===== config.mk =====
export PLATFORM = sky130hd
export DESIGN_NAME = reduce_tree_arbiter
export DESIGN_NICKNAME = d
export VERILOG_FILES = /design/src/rtl/reduce_arb_pkg.sv /design/src/rtl/reduce_tag_fifo.sv /design/src/rtl/reduce_tree_arbiter.sv
export SDC_FILE = /design/constraint.sdc
export NUM_CORES = 1
export LEC_CHECK = 0
export ABC_AREA = 1
export BUFFER_PORTS_ARGS = -buffer_cell sky130_fd_sc_hd__buf_2
export CAP_MARGIN = 5
export CELL_PAD_IN_SITES_DETAIL_PLACEMENT = 1
export CELL_PAD_IN_SITES_GLOBAL_PLACEMENT = 1
export CORE_AREA = 8 8 522 524
export DETAILED_ROUTE_END_ITERATION = 10
export DIE_AREA = 0 0 530 532
export GPL_TIMING_DRIVEN = 0
export PLACE_DENSITY = 0.3
export SLEW_MARGIN = 5
export SYNTH_ARGS = -nofsm -noshare
export SYNTH_HDL_FRONTEND = slang
export SYNTH_SLANG_ARGS = --single-unit

===== constraint.sdc =====
create_clock -name clk -period 2.8 [get_ports clk]
set_clock_uncertainty 0.1 [all_clocks]
set_input_delay 0.28 -clock clk [delete_from_list [all_inputs] [get_ports clk]]
set_output_delay 0.28 -clock clk [all_outputs]
set_load 0.01 [all_outputs]

===== src/rtl/reduce_arb_pkg.sv =====
// Shared types and helpers for the reduce-tree arbiter.
// Holds the FSM state enum, tag width and round-robin pick.
package reduce_arb_pkg;

    typedef enum logic {
        ARB_IDLE = 1'b0,
        ARB_LOCK = 1'b1
    } arb_state_e;

    function automatic int tag_w(input int n);
        return (n > 1) ? $clog2(n) : 1;
    endfunction

    // Returns {found, index}; scans from ptr upward, wrapping at n.
    function automatic logic [3:0] rr_next(
        input logic [7:0] vld,
        input logic [2:0] ptr,
        input int         n
    );
        logic [3:0] pick;
        int         idx;
        pick = '0;
        for (int i = 7; i >= 0; i--) begin
            if (i < n) begin
                idx = (int'(ptr) + i) % n;
                if (vld[idx[2:0]]) begin
                    pick = {1'b1, idx[2:0]};
                end
            end
        end
        return pick;
    endfunction

endpackage


===== src/rtl/reduce_tag_fifo.sv =====
// In-order FIFO of job-owner tags.
// Push is ignored when full, pop is ignored when empty.
module reduce_tag_fifo
    import reduce_arb_pkg::*;
#(
    parameter int DEPTH = 4,
    parameter int W     = 2
) (
    input  logic                   clk,
    input  logic                   rst,
    input  logic                   push_i,
    input  logic [W-1:0]           tag_i,
    input  logic                   pop_i,
    output logic [W-1:0]           head_o,
    output logic [$clog2(DEPTH):0] count_o,
    output logic                   empty_o,
    output logic                   full_o
);

    localparam int AW = $clog2(DEPTH);
    localparam int CW = AW + 1;

    logic [W-1:0]  mem_q [DEPTH];
    logic [AW-1:0] wr_q;
    logic [AW-1:0] rd_q;
    logic [CW-1:0] cnt_q;
    logic [CW-1:0] cnt_d;
    logic          do_push;
    logic          do_pop;

    assign empty_o = (cnt_q == '0);
    assign full_o  = (cnt_q == CW'(DEPTH));
    assign head_o  = mem_q[rd_q];
    assign count_o = cnt_q;
    assign do_push = push_i && !full_o;
    assign do_pop  = pop_i && !empty_o;

    // Occupancy is unchanged when a push and a pop coincide
    always_comb begin
        cnt_d = cnt_q;
        if (do_push && !do_pop) begin
            cnt_d = cnt_q + CW'(1);
        end else if (do_pop && !do_push) begin
            cnt_d = cnt_q - CW'(1);
        end
    end

    // Pointer, count and storage update
    always_ff @(posedge clk) begin
        if (rst) begin
            wr_q  <= '0;
            rd_q  <= '0;
            cnt_q <= '0;
        end else begin
            cnt_q <= cnt_d;
            if (do_push) begin
                mem_q[wr_q] <= tag_i;
                wr_q        <= wr_q + AW'(1);
            end
            if (do_pop) begin
                rd_q <= rd_q + AW'(1);
            end
        end
    end

endmodule


===== src/rtl/reduce_tree_arbiter.sv =====
// Round-robin job arbiter in front of a shared FP reduce tree.
// Define REDUCE_ARB_STATS_EN to add job/beat counters and orphan flag.
module reduce_tree_arbiter
    import reduce_arb_pkg::*;
#(
    parameter int NUM_REQ         = 4,
    parameter int NUM_FP_POINTS   = 8,
    parameter int MAX_OUTSTANDING = 4
) (
    input  logic                                  clk,
    input  logic                                  rst,
    input  logic [NUM_REQ*NUM_FP_POINTS*32-1:0]   req_vector,
    input  logic [NUM_REQ-1:0]                    req_valid,
    input  logic [NUM_REQ-1:0]                    req_last,
    output logic [NUM_REQ-1:0]                    req_ready,
    output logic [NUM_FP_POINTS*32-1:0]           tree_vector,
    output logic                                  tree_valid,
    output logic                                  tree_last,
    input  logic                                  tree_ready,
    input  logic [31:0]                           tree_result,
    input  logic                                  tree_result_valid,
    output logic                                  tree_result_ready,
    output logic [31:0]                           res_data,
    output logic [NUM_REQ-1:0]                    res_valid,
    input  logic [NUM_REQ-1:0]                    res_ready
`ifdef REDUCE_ARB_STATS_EN
    ,
    output logic [NUM_REQ*32-1:0]                 stat_jobs,
    output logic [31:0]                           stat_beats,
    output logic                                  err_orphan_result
`endif
);

    localparam int VW    = NUM_FP_POINTS * 32;
    localparam int TAG_W = tag_w(NUM_REQ);
    localparam int CW    = $clog2(MAX_OUTSTANDING) + 1;

    arb_state_e       state_q;
    logic [TAG_W-1:0] grant_q;
    logic [TAG_W-1:0] rr_ptr_q;
    logic [TAG_W-1:0] grant_d;
    logic [TAG_W-1:0] rr_ptr_d;
    logic [3:0]       pick;
    logic             lock;
    logic             push;
    logic             pop;
    logic             xfer;
    logic [TAG_W-1:0] head;
    logic [CW-1:0]    tag_cnt;
    logic             tag_empty;
    logic             tag_full;
    logic             tag_room;

    assign pick     = rr_next(8'(req_valid), 3'(rr_ptr_q), NUM_REQ);
    assign grant_d  = TAG_W'(pick[2:0]);
    assign lock     = (state_q == ARB_LOCK);
    assign tag_room = !tag_full && (tag_cnt < CW'(MAX_OUTSTANDING));
    assign push     = !lock && pick[3] && tag_room;
    assign rr_ptr_d = (grant_q == TAG_W'(NUM_REQ - 1)) ? '0
                    : grant_q + TAG_W'(1);

    assign tree_vector = req_vector[int'(grant_q)*VW +: VW];
    assign tree_valid  = lock && req_valid[grant_q];
    assign tree_last   = lock && req_last[grant_q];
    assign xfer        = tree_valid && tree_ready;

    // Only the locked requester sees the tree's ready
    always_comb begin
        req_ready = '0;
        if (lock) begin
            req_ready[grant_q] = tree_ready;
        end
    end

    // Grant FSM: pick in IDLE, hold the tree until the last beat
    always_ff @(posedge clk) begin
        if (rst) begin
            state_q  <= ARB_IDLE;
            grant_q  <= '0;
            rr_ptr_q <= '0;
        end else begin
            unique case (state_q)
                ARB_IDLE: begin
                    if (push) begin
                        grant_q <= grant_d;
                        state_q <= ARB_LOCK;
                    end
                end
                ARB_LOCK: begin
                    if (xfer && tree_last) begin
                        rr_ptr_q <= rr_ptr_d;
                        state_q  <= ARB_IDLE;
                    end
                end
                default: state_q <= ARB_IDLE;
            endcase
        end
    end

    reduce_tag_fifo #(
        .DEPTH (MAX_OUTSTANDING),
        .W     (TAG_W)
    ) u_tags (
        .clk     (clk),
        .rst     (rst),
        .push_i  (push),
        .tag_i   (grant_d),
        .pop_i   (pop),
        .head_o  (head),
        .count_o (tag_cnt),
        .empty_o (tag_empty),
        .full_o  (tag_full)
    );

    assign res_data          = tree_result;
    assign tree_result_ready = !tag_empty && res_ready[head];
    assign pop               = tree_result_valid && tree_result_ready;

    // Results go to the owner of the oldest outstanding job
    always_comb begin
        res_valid = '0;
        if (tree_result_valid && !tag_empty) begin
            res_valid[head] = 1'b1;
        end
    end

`ifdef REDUCE_ARB_STATS_EN
    logic [NUM_REQ*32-1:0] jobs_q;
    logic [31:0]           beats_q;
    logic                  orphan_q;

    // Per-requester grants, total beats, sticky orphan-result flag
    always_ff @(posedge clk) begin
        if (rst) begin
            jobs_q   <= '0;
            beats_q  <= '0;
            orphan_q <= 1'b0;
        end else begin
            if (push) begin
                jobs_q[int'(grant_d)*32 +: 32] <=
                    jobs_q[int'(grant_d)*32 +: 32] + 32'd1;
            end
            if (xfer) begin
                beats_q <= beats_q + 32'd1;
            end
            if (tree_result_valid && tag_empty) begin
                orphan_q <= 1'b1;
            end
        end
    end

    assign stat_jobs         = jobs_q;
    assign stat_beats        = beats_q;
    assign err_orphan_result = orphan_q;
`endif

endmodule


======== Word level (Yosys, flattened, before mapping) ========
Memory sizes are Yosys's and may differ from the RTL's. A register that Yosys moved wholly into a read port is not among the register bits.
Cells that the tools add are included.
word-level totals
  output and inout port bits .............. 299
  word-level logic and storage cells ...... 95
  register bits ........................... 12
  memories kept ........................... 1
  input bits .............................. 1072
  bits in writable memories ............... 8
memories
  name          words  bits a word  read ports  clocked after Yosys merged registers in  wr ports  RTL line               source
  u_tags.mem_q  4      2            1           1                                        1         reduce_tag_fifo.sv:23  logic [W-1:0] mem_q [DEPTH];
cells by class
  add/sub/neg operators ................... 8
  shift-type cells ........................ 1
  equality and inequality tests ........... 2
  multiplexer cells ....................... 35
  order comparisons ....................... 9
  reductions and logical operators ........ 28
  bitwise operators ....................... 5
operator list
  operator                                                               number
  1024-bit by 11-bit variable part select with 256-bit output            1
  4-bit two-way mux                                                      6
  1-bit logical AND                                                      16
  1-bit two-way mux                                                      14
  3-bit by 4-bit < comparator with 1-bit output, second input constant   3
  1-bit binary-select mux with 3-bit select                              3
  2-bit by 1-bit adder with 2-bit output, second input constant          4
  1-bit binary-select mux with 2-bit select                              4
  2-bit by 3-bit < comparator with 1-bit output, second input constant   2
  2-bit two-way mux                                                      3
  3-bit two-way mux                                                      2
  2-bit OR reduction                                                     3
  1-bit logical NOT                                                      5
  2-bit adder, second input constant                                     2
  4-bit AND                                                              1
  1-bit demux with 2-bit select                                          2
  2-bit by 1-bit >= comparator with 1-bit output, second input constant  2
  2-bit by 4-bit < comparator with 1-bit output, second input constant   1
  2-bit AND reduction                                                    2
  3-bit by 1-bit adder with 3-bit output, second input constant          1
  1-bit AND, first input constant                                        3
  3-bit equality test, second input constant                             1
  3-bit logical NOT                                                      1
  3-bit < comparator, second input constant                              1
  other kinds (5)                                                        5

======== Depth between registers and ports, before layout ========
Gate-level depths: netlist of run 1.
  word-level depth ........................ 16
  mapped depth ............................ 15

======== Modules after synthesis ========
Synthesis of run 1 repeated with hierarchy kept, for this count alone.
second synthesis, totals
  cells, all modules ...................... 1702
  area total of the unflattened synthesis .. 8775.9 µm²
modules (own cells, without submodules)
  module               instances  sequential area each (µm²)  area an instance (µm²)  cells an instance
  reduce_tree_arbiter  1          100.1                       7957.6                  1611
  reduce_tag_fifo      1          420.4                       818.3                   91

======== Worst setup path after synthesis of run 1 ========
OpenSTA, ideal clock, no wires.
  kind .................................... register -> register
  start point ............................. reg with a tool-made name
  end point ............................... reg u_tags.cnt_q[2], in the netlist u_tags.count_o[2]
  slack ................................... 0.594 ns
  period minus slack after synthesis ...... 2.206 ns
  required time ........................... 2.578 ns
  cell stages (with the launch flop) ...... 16
  setup time .............................. 0.122 ns
  arrival time ............................ 1.984 ns
  path through ............................ dfxtp_1 inv_2 nand2_1 nand3_1 nand2_1 nand2_1 nand2_1 nand2_1 nand3b_1 ha_1 inv_1 fa_1 a21oi_1 o21ai_0 o21ai_0 a21oi_1
RTL lines
  item                  RTL line               source
  end signal, assigned  reduce_tag_fifo.sv:55  cnt_q <= cnt_d;
  end, declared         reduce_tag_fifo.sv:26  logic [CW-1:0] cnt_q;

======== Final worst setup path of run 1 ========
  start point ............................. reg grant_q[0]
  end point ............................... out tree_vector[176]
on the way
  word-level cells in the longest chain between the ends .. 1
ends and longest elaborated chain
  item                                                         RTL line                   source
  start, declared                                              reduce_tree_arbiter.sv:39  logic [TAG_W-1:0] grant_q;
  start signal, assigned                                       reduce_tree_arbiter.sv:85  grant_q <= grant_d;
  1024-bit by 11-bit variable part select with 256-bit output  reduce_tree_arbiter.sv:62  assign tree_vector = req_vector[int'(grant_q)*VW +: VW];
  end, declared                                                reduce_tree_arbiter.sv:16  output logic [NUM_FP_POINTS*32-1:0] tree_vector,
No other way between the ends.

==> results of run 1 <==
[worst max-delay path, delay by kind of cell (launching register included)]
kind	cells	cell delay [ns]
AOI/OAI and AO/OA	2	0.68
DFF	1	0.40
buffers and inverters	6	1.05
[kinds of logic (layout without fill, tap and decap cells)]
group / Yosys count / after routing / share of synthesized area
buffers and inverters: 242 / 1592 / 0.138
AO/OA/AOI/OAI: 796 / 796 / 0.509
flip-flops: 22 / 22 / 0.0614
AND/OR/NAND/NOR: 610 / 610 / 0.276
adder cells (fa/ha/maj): 10 / 10 / 0.0156
other: 0 / 58 / 0
[flip-flops by register name, summed over array words and instances, names as in the netlist, named ones only]
signal,cells
rr_ptr_q,2
u_tags.count_o,3
lock,1
u_tags.wr_q,2
grant_q,2
u_tags.rd_q,2
u_tags.mem_q,8
[what timing repair did]
item	CTS	global route
hold buffers	0	0
pin swaps	19	10
gates cloned	1	0
setup endpoints to repair	261	43
resized for setup	574	56
buffers inserted	5	1
hold endpoints to repair	0	0
[worst max-delay path by stage]
stage               start                end  slack, ns  cells after the start
2_1_floorplan   flip-flop  u_tags.count_o[2]       0.59                     15
3_3_place_gp   grant_q[1]   tree_vector[124]      -2.55                      7
3_5_place_dp   grant_q[1]    tree_vector[79]      -1.97                      7
4_1_cts        grant_q[0]    tree_vector[32]      -0.01                      9
5_1_grt        grant_q[0]    tree_vector[33]     -0.008                      9
6_report       grant_q[0]   tree_vector[176]    -0.0009                      8
[power groups by stage]
stage	registers, W	clock network [W]	logic (W)
final	0.000512	0.000416	0.0240
after global routing	0.000522	0.000440	0.0257
after CTS	0.000510	0.000424	0.0250
after detailed placement	0.000508	0	0.0224
after global placement	0.000509	0	0.0225
after floorplan	0.000486	0	0.00745
[through the flow]
| step | total power [W] | instance area, sq um | instances | hold WS, ns |
|---|---|---|---|---|
| 2_1_floorplan | 0.00793 | 8480 | 1680 | 0.249 |
| 3_3_place_gp | 0.0230 | 19600 | 6551 | 0.382 |
| 3_5_place_dp | 0.0229 | 19600 | 6553 | 0.390 |
| 4_1_cts | 0.0260 | 21600 | 6562 | 0.176 |
| 5_1_grt | 0.0266 | 21800 | 6574 | 0.179 |
| 6_report | 0.0250 | 21900 | 6621 | 0.175 |
[cell type report]
| class | instances | share of cell area |
|---|---|---|
| plain buffers | 204 | 0.0758 |
| diodes | 58 | 0.00663 |
| multi-input cells | 1416 | 0.359 |
| inverters | 37 | 0.00674 |
| repair buffers | 1347 | 0.321 |
| flip-flops and latches | 22 | 0.0240 |
| clock buffers | 3 | 0.00343 |
| well taps | 3533 | 0.202 |
| clock inverters | 1 | 0.00137 |
[routing by layer]
layer  wire length, um  vias up  track usage
li1                  -     8707            -
met1             98700     9947        0.198
met2            115000     1379        0.282
met3             30700      428       0.0809
met4              3310      218       0.0104
met5              1430        -            0
[cell usage in the layout, fill, tap and decap left out, types with 2 or more instances in the layout]
cell and count:
o21ai_4 4, nand2_2 4, diode_2 58, o21ai_2 19, nor2_4 25, o22ai_2 55, inv_2 4, nor2_2 42
buf_6 40, nand3_1 11, buf_4 94, nand3_2 3, clkbuf_4 33, clkbuf_1 18, ha_1 9, edfxtp_1 8
o22ai_4 21, o21ai_1 54, dfxtp_1 12, a21oi_1 13, buf_8 7, inv_1 31, clkbuf_16 4, clkbuf_2 53
nand3b_1 2, clkbuf_8 12, buf_16 2, buf_12 8, nor2_1 467, o22ai_1 180, o21ai_0 448, buf_2 1282
nor3_1 4, nand2_1 50
==> flow_summary.toml, run 1 <==
[place]
dpl.hpwl_mm = 233
post-place-ws_ns = -1.97
place.port_buffers = 1338
globalplace.congestion = 0.919

[power]
p_seq_frac = 0.021
internal_power_w = 0.00739
power_density_nw_per_um2 = 1140
p_clk_frac = 0.017
power.leakage_nw = 9.43
p_sw_w = 0.0176
peakVddDrop_uv = 322
power_frac_comb = 0.963
p_sw_frac = 0.704

[critical_path]
crit_top_cell = "buf_12"
arrival_ns = 2.42
crit_path_end_kind = "primary output"
crit_type = "flip-flop to primary output"
rrSetupSlack_ns = 0.24
cp_cell_sequence = "buf_6, buf_12, clkinv_4, buf_12, clkbuf_2, o21ai_0, o22ai_1, buf_2"
crit_required_ns = 2.42
r2r_end = "u_tags.count_o[2]"
max_stage_delay_ns = 0.53
crit_path_start_kind = "flip-flop"
cp_slowest_cell = "o21ai_0"
crit_fanout = 10
worstRegToRegCells = 15

[run_status]
failed_checks = "setup timing"
status = "finished, violations left"

[drt]
avgRoutedWirePerCell_um = 37.7
vias = 20700
drt-pass1-iter-count = 5
drc = 0
final_antenna_net_count = 0
wirelength_mm = 249
dr.first_iter.drc_count = 1584
via_per_inst = 3.12

[cts]
cts.sink_count = 22
htree_levels = 1
worst_skew_pair.late_latency_ns = 0.26
cts_buffers = 3
cts_tree = "built"
clockBufferDepth = 2
clk_pin_slew_ns = 0.06
root_buffer = "clkbuf_16"

[logic_synthesis]
ys_seq_area_frac = 0.0614
synth.distinct_cells = 26
syn_nets = 2762
ys_top_cells_by_count = "nor2_1 (534), o21ai_0 (517), o22ai_1 (256)"
netlist.area_leader.share = 0.305
synth_area_leader_cell = "o21ai_0"
ys_ff_latch = 22
ys.warnings.count = 0
synthCells = 1680
yosysMostFrequentCell = "nor2_1"
syn_area_per_cell_sq_um = 5.05
ys.flop_type = "dfxtp_1"
synth_area_sq_um = 8480
synth_async_sr_flop_share = 0
synth-edff-count = 8
synth_area_leaders = "o21ai_0 (31%), nor2_1 (24%), o22ai_1 (19%)"

[global_route]
antenna_found_initial = 280
grt-ovfl-total = 0
grt_use_total = 0.166
grt_pass1_wl_mm = 296
grt_pass1_vias = 20900
grt_max_degree = 14

[die]
io_pins = 1371
core_area_sq_um = 264000
rows = 189
start_util = 0.0321
fp.dieW_um = 530
die-area_sq_um = 282000
die_h_um = 532

[min_path]
hold_start = "rst"
min_path_type = "input port to flip-flop"
hold_end = "rr_ptr_q[1]"
min_path_cells = 2

[sta]
post-route-min-period_ns = 2.80
fin_crit_sh = 1.00
slew_headroom = 0.481
maxClockFrequency_ghz = 0.357
grt_setup_unrepaired = "true"
worst_slack_ns = -0.000880
hold_viol_final = 0
final.setup.tns_ns = -0.000880
drv_slew = 0
tightest_slew_ns = 0.770
setup_viol = 1

[finish]
final.fill_count = 32400
drive_gt1_frac = 0.567
areaGrowthSynthToFinish_pct = 158
utilization = 0.0830
multi_input_area_sq_um = 7850
regArea_sq_um = 526
num-nets-final = 4113

[run]
max_cap_violations = 0
Power figures use the tool's default switching activity.
==> run 2: changes to the inputs <==
--- a/config.mk
+++ b/config.mk
@@ -15,6 +15,7 @@
 export DIE_AREA = 0 0 530 532
 export GPL_TIMING_DRIVEN = 0
 export PLACE_DENSITY = 0.3
+export SETUP_SLACK_MARGIN = 0.02
 export SLEW_MARGIN = 5
 export SYNTH_ARGS = -nofsm -noshare
 export SYNTH_HDL_FRONTEND = slang
==> flow_summary.toml, run 2 (synthesized netlist as in run 1, its figures left out) <==
[die]
fp.dieW_um = 530
die_h_um = 532
start_util = 0.0321
die-area_sq_um = 282000
rows = 189
core_area_sq_um = 264000
io_pins = 1371

[power]
p_clk_frac = 0.016
p_sw_w = 0.0179
power.leakage_nw = 9.53
internal_power_w = 0.00770
power_frac_comb = 0.964
p_sw_frac = 0.699
peakVddDrop_uv = 262
power_w = 0.0255
power_density_nw_per_um2 = 1150
p_seq_frac = 0.020

[finish]
finish.instance_area_sq_um = 22200
num-nets-final = 4113
final.fill_count = 32300
largest_register_ffs = 8
final_common_cell = "buf_2"
regMostFlops = "u_tags.mem_q"
drive_gt1_frac = 0.576
areaGrowthSynthToFinish_pct = 162
final_cell_mix = "buf_2 (1,278), nor2_1 (461), o21ai_0 (429), o22ai_1 (166), buf_4 (97)"

[sta]
worst_slack_ns = 0.00989
drv_slew = 0
grt_setup_unrepaired = "true"
post-route-min-period_ns = 2.79
fin_crit_sh = 0.996
final.setup.tns_ns = 0
setup_viol = 0
tightest_slew_ns = 0.828
hold_viol_final = 0
maxClockFrequency_ghz = 0.358
slew_headroom = 0.442

[place]
post-place-ws_ns = -1.97
dpl.hpwl_mm = 233
place.port_buffers = 1338
post_dp_cell_area_sq_um = 19600
globalplace.congestion = 0.919

[critical_path]
crit_path_start_kind = "flip-flop"
crit_path_end_kind = "primary output"
arrival_ns = 2.41
crit_fanout = 11
crit_required_ns = 2.42
crit_type = "flip-flop to primary output"

[cts]
root_buffer = "clkbuf_16"
worst_skew_pair.late_latency_ns = 0.26
cts_tree = "built"
clk_pin_slew_ns = 0.06
postCtsHoldBufs = 0
cts.sink_count = 22
cts_buffers = 3
htree_levels = 1
clockBufferDepth = 2

[run_status]
status = "finished clean"

[global_route]
grt_use_total = 0.166
antenna_found_initial = 267
grt_pass1_wl_mm = 296
grt_pass1_vias = 20900
grt_max_degree = 14
grt-ovfl-total = 0

[run]
max_cap_violations = 0

[drt]
vias = 20600
avgRoutedWirePerCell_um = 37.9
final_antenna_net_count = 0
drc = 0
via_per_inst = 3.11
dr.first_iter.drc_count = 1562
drt-pass1-iter-count = 5
wirelength_mm = 250

[min_path]
min_path_type = "input port to flip-flop"
-- run 2: cell count changes in the layout (fill, tap and decap cells not counted), sizes merged --
cell,before,now
buf,1433,1440
bufbuf,1,0
clkbuf,120,114
diode,58,49
-- run 2: final cells by class --
cell class              count  area (sq um)  area share
clock buffers               3          75.1     0.00338
repair buffers           1347          7090       0.319
multi-input cells        1416          8090       0.364
flip-flops and latches     22           524      0.0236
clock inverters             1          30.0     0.00135
diodes                     49           123     0.00551
plain buffers             204          1740      0.0784
inverters                  37           148     0.00664
well taps                3533          4420       0.199
-- run 2: final timing paths --
kind	startpoint	endpoint	slack (ns)	cells past startpoint
worst max-delay path	grant_q[0]	tree_vector[132]	0.01	9
worst min-delay path	rst	rr_ptr_q[1]	0.18	2
worst max register to register	flip-flop	u_tags.count_o[2]	0.24	15
worst min register to register	u_tags.rd_q[0]	u_tags.rd_q[0]	0.41	2
-- run 2: critical path, stage by stage, from the launching register on --
cell and delay [ns]:
dfxtp_4 0.40, buf_8 0.15, buf_12 0.16, clkinv_4 0.12
buf_16 0.20, buf_16 0.18, buf_6 0.18, nor2_1 0.37
o22ai_1 0.16, buf_2 0.18
-- run 2: power groups by stage --
stage               clock network, W  registers (W)  logic, W
floorplan                          0       0.000486   0.00745
global placement                   0       0.000509    0.0225
detailed placement                 0       0.000508    0.0224
CTS                         0.000424       0.000510    0.0254
global route                0.000440       0.000522    0.0262
finish                      0.000419       0.000512    0.0246
-- run 2: what timing repair did --
action | CTS | global route
setup endpoints to repair | 261 | 63
pin swaps | 26 | 8
gates cloned | 0 | 2
setup buffers | 3 | 2
resized for setup | 664 | 59
-- run 2: through the flow --
stage	hold slack (ns)	utilization	cells
floorplan	0.249	-	1680
global placement	0.382	0.0742	6551
detailed placement	0.390	0.0743	6553
CTS	0.176	0.0828	6559
global route	0.179	0.0839	6571
finish	0.184	0.0843	6612
-- run 2: layer usage --
metal | global-route usage | share of wire | vias to the layer above
met2 | 0.281 | 0.46 | 1307
li1 | - | - | 8680
met4 | 0.0116 | 0.014 | 222
met5 | 0 | 0.0058 | -
met3 | 0.0822 | 0.12 | 422
met1 | 0.197 | 0.40 | 9950
